<file path="config.mk">
export PLATFORM = sky130hd
export DESIGN_NAME = encoder8to3_request
export DESIGN_NICKNAME = d
export VERILOG_FILES = /design/src/rtl/encoder8to3_request.sv
export SDC_FILE = /design/constraint.sdc
export NUM_CORES = 1
export LEC_CHECK = 0
export CORE_MARGIN = 3
export CORE_UTILIZATION = 43
export DETAILED_ROUTE_END_ITERATION = 6
export GPL_TIMING_DRIVEN = 0
export PLACE_DENSITY = 0.82
export SLEW_MARGIN = 20
export SYNTH_ARGS = -nofsm -noshare
export SYNTH_HDL_FRONTEND = slang
export SYNTH_SLANG_ARGS = --single-unit
export TNS_END_PERCENT = 1
</file>
<file path="constraint.sdc">
create_clock -name clk -period 1.9 [get_ports clk]
set_input_delay 0.475 -clock clk [delete_from_list [all_inputs] [get_ports clk]]
set_output_delay 0.475 -clock clk [all_outputs]
set_load 0.005 [all_outputs]
</file>
<file path="src/rtl/encoder8to3_request.sv">
// Registered 8-to-3 priority request encoder with a valid/ack handshake.
// Requests are captured into a sticky pending set and served one code at a time.
module encoder8to3_request #(
  parameter bit LOW_FIRST = 1'b1
) (
  input  logic       clk,
  input  logic       reset,
  input  logic       enable,
  input  logic [7:0] req,
  input  logic       ack,
  output logic       valid,
  output logic [2:0] code,
  output logic [7:0] pending
);

  typedef enum logic {
    IDLE  = 1'b0,
    GRANT = 1'b1
  } state_t;

  state_t     state, state_next;
  logic       valid_next;
  logic [2:0] code_next;
  logic [7:0] pending_next;
  logic [7:0] clr;

  // The loop direction picks the winner: the last set bit visited is kept.
  function automatic logic [2:0] priority_encode(input logic [7:0] vec);
    logic [2:0] idx;
    idx = 3'd0;
    if (LOW_FIRST) begin
      for (int i = 7; i >= 0; i--) if (vec[i]) idx = 3'(i);
    end else begin
      for (int i = 0; i < 8; i++) if (vec[i]) idx = 3'(i);
    end
    return idx;
  endfunction

  // NOTE: every signal written here gets a default first so no latch is inferred.
  always_comb begin
    state_next = state;
    valid_next = valid;
    code_next  = code;
    clr        = 8'h00;
    case (state)
      IDLE: begin
        if (|pending) begin
          code_next  = priority_encode(pending);
          valid_next = 1'b1;
          state_next = GRANT;
        end
      end
      GRANT: begin
        // Code stays frozen here regardless of newly arriving requests.
        if (ack) begin
          clr        = 8'h01 << code;
          valid_next = 1'b0;
          state_next = IDLE;
        end
      end
    endcase
    // Clear happens before set, so a same-cycle request re-arms the served bit.
    pending_next = (pending & ~clr) | (enable ? req : 8'h00);
  end

  // NOTE: sequential state uses non-blocking assignments only.
  always_ff @(posedge clk) begin
    if (reset) begin
      state   <= IDLE;
      valid   <= 1'b0;
      code    <= 3'd0;
      pending <= 8'h00;
    end else begin
      state   <= state_next;
      valid   <= valid_next;
      code    <= code_next;
      pending <= pending_next;
    end
  end

endmodule
</file>
==> results.md <==
- Outcome: completed
- R2r endpoint: code[1]
- Synth Net Count: between 80 and 90
- Gr ovfl total: 0
- CTS buffer count: 3
- Initial antenna violation count: 0
- Drc violations: 0
- Max-slew headroom: 66.4%
- Crit-path max cell delay: 0.56 ns
- Lkg Pwr: around 0.00031 uW
- Worst-path clk slew: around 0.08 ns
- PortBufs: 22
- Reg2reg start: pending[4]
- CP endpoint kind: output port
- Global placement routability congestion: a little under 0.8
- Starting density of the core: 49.4%
- Pwr dens: between 700 and 800 mW/mm^2
- FMAX: 0.557 GHz
- Crit share post-route: approximately 95%
- Design Area, Final: between 800 and 900 sq um
- Total number of vias: 606
- Die Height: between 40 and 50 microns
- Filler instances: between 100 and 150
- Setup Total Neg Slack: 0 ns
- Clock Skews: 0.00542 ns
- Die width: between 40 and 50 microns
- Largest net degree at the start of global routing: 11
- Diodes inserted: 0
- Post-CTS Resized: 0
- Yosys cell types: 21
- Final ANT Viol Nets: 0
- Family with the most delay on the worst path: buffers and inverters
- Htree depth: 1
- Seq/Total Area, Yosys: 43.9%
- WP buf/inv: 1
- Largest family of logic cells by synthesized area: simple AND/OR/NAND/NOR gates
- WP data required: about 1.4 ns
- Row count: 12
- Hold endpoint: valid
- WL final: 1.52 mm
- Synth Instances: ~70
- Core box area: 0.00120 sq mm
- Synth Area per Inst: 8.24 sq um
- Synthesized area: 593 sq um
- RSZ-0062 raised after global routing: false
- Final hold slack: roughly 0.50 ns
- Post-Synth Adder-Cell Area: 0%
- Worst vdd rail ir drop: 0.451 mV
- Post-Synth XOR/XNOR Area: 0%
- Worst EP arrival: between 1 and 1.5 ns
- Final Non-Filler Cells: between 100 and 150
- Hold Path Class: flop to flop
- Sink Count: 13
- Final #Nets: between 100 and 150
- Clk buf depth: 2
- Maximum fanout along the worst path: 7
- Worst hold start: valid
- First-pass GRT wire length: roughly 2.5 mm
- #FFs+latches synth: 13
- Slew Viols, Final: 0
- Maxcap violations: 0
- Drt wl/cell: 13.6 microns
- Vias/cell: 5.41
- Iteration-0 DRC Markers: 22
- Post-synthesis simple-gate area fraction: between 20 and 30%
- Post-placement cell count: 108
- Synth-to-layout area growth: 44.5%
- Share of cells above drive strength 1: a little under a tenth
- Cells on worst reg2reg path: 4
- Crit path kind: flop to output port
- Full die area: 0.00186 sq mm
- Final setup violation count: 0
- Compound-Gate Fraction of Synth Area: between 20% and 30%
- Hold buffers post-CTS: 0
- Dpl cell area: between 800 and 900 sq um
- Dpl hpwl: approximately 1.2 mm
- Warnings, synthesis: 0
- Worst skew pair latency: around 0.27 ns
- CP max-delay cell: clkdlybuf4s50_1
- Setup bufs post-CTS: 0
- I/O pin total: 24
- Tightest Pin Transition: around 0.5 ns
- Clock root buffer master: clkbuf_4
- Startpoint Class: flop
- Min Tclk post-route: about 1.8 ns
- Post-synthesis mux area share: 0%
- CTS tree: yes
- Cell Chain, Critical Path: clkdlybuf4s50_1
- Final Hold Viols: 0
- Drt first pass iters: 4
- Overall global routing resource usage: between 10% and 20%
- R2r setup slk: between 0.4 and 0.5 ns
- Worst Hold Depth: 2
- Vias in the first global route: 550
==> logic make-up (layout without fill, tap and decap cells) <==
group	count (synthesis)	count (layout)
compound gates	25	25
buf+inv	3	29
flops	13	13
simple gates	31	31
==> how the worst max path moves through the flow <==
stage | from | end | slack [ns] | depth (start not counted)
after floorplan | pending[3] | code[1] | 0.71 | 4
after CTS | code[0] | code[0] | 0.1 | 1
after global placement | ack | pending[0] | 0.16 | 5
final | code[0] | code[0] | 0.10 | 1
after global routing | code[0] | code[0] | 0.01 | 1
after detailed placement | ack | pending[0] | 0.15 | 5
==> cells in the final DEF, fill, tap and decap left out <==
master,synthesis,routed
a211oi_1,2,2
a21oi_1,11,11
a21oi_2,1,1
and2b_2,1,1
buf_1,1,1
buf_4,1,1
clkbuf_1,0,1
clkbuf_4,0,3
clkdlybuf4s50_1,0,22
dfxtp_1,13,13
dlygate4sd1_1,1,1
nand2_1,11,11
nand2b_1,3,3
nand2b_4,1,1
nand3_1,1,1
nor2_1,8,8
nor2b_1,1,1
nor3_1,2,2
nor4_2,2,2
o21a_1,1,1
o21ai_0,6,6
o311ai_0,1,1
o31ai_1,3,3
or2_1,1,1
==> sequential cells by signal, summed over array words and instances (netlist names) <==
name	cells
pending	8
valid	1
state	1
code	3
==> cells in the mapped netlist <==
master	count	area, sq um
a211oi_1	2	15.0
nand2_1	11	41.3
nor3_1	2	10.0
o31ai_1	3	22.5
nor4_2	2	25.0
dlygate4sd1_1	1	8.76
buf_4	1	7.51
a21oi_2	1	8.76
nand3_1	1	5.00
dfxtp_1	13	260
a21oi_1	11	55.1
o21ai_0	6	30.0
o21a_1	1	7.51
buf_1	1	3.75
o311ai_0	1	8.76
nand2b_1	3	18.8
and2b_2	1	8.76
or2_1	1	6.26
nor2_1	8	30.0
nor2b_1	1	6.26
nand2b_4	1	13.8
==> per-layer routing <==
layer | vias to the layer above | global-route usage, % | share of wire, %
met5 | - | 0 | 0
met4 | 0 | 5.42 | 0.53
met3 | 2 | 3.81 | 5.1
met2 | 18 | 27.4 | 50
met1 | 279 | 23.7 | 45
li1 | 307 | - | -
==> cell type report <==
class	count	area [sq um]	area share, %
Buffer	3	20.0	2.34
Timing Repair Buffer	22	220	25.7
Sequential cell	13	260	30.4
Clock buffer	4	26.3	3.07
Tap cell	14	17.5	2.04
Multi-Input combinational cell	56	313	36.5
==> per-stage QoR <==
step                utilization, %  power (uW)  worst slack [ns]
floorplan                        -         408             0.706
global placement              69.2         487             0.161
detailed placement            69.2         492             0.149
CTS                           71.4         657            0.0998
global route                  71.4         691            0.0139
finish                        71.4         657             0.104
==> report_power, final <==
| group | leakage (uW) | internal, uW | switching [uW] | total (uW) |
|---|---|---|---|---|
| clock | 0.0000150 | 81.3 | 88.5 | 170 |
| sequential | 0.000108 | 296 | 31.1 | 328 |
| combinational | 0.000191 | 95.0 | 64.2 | 159 |
| total | 0.000313 | 473 | 184 | 657 |
No activity file was read; power rests on OpenSTA's default activity.
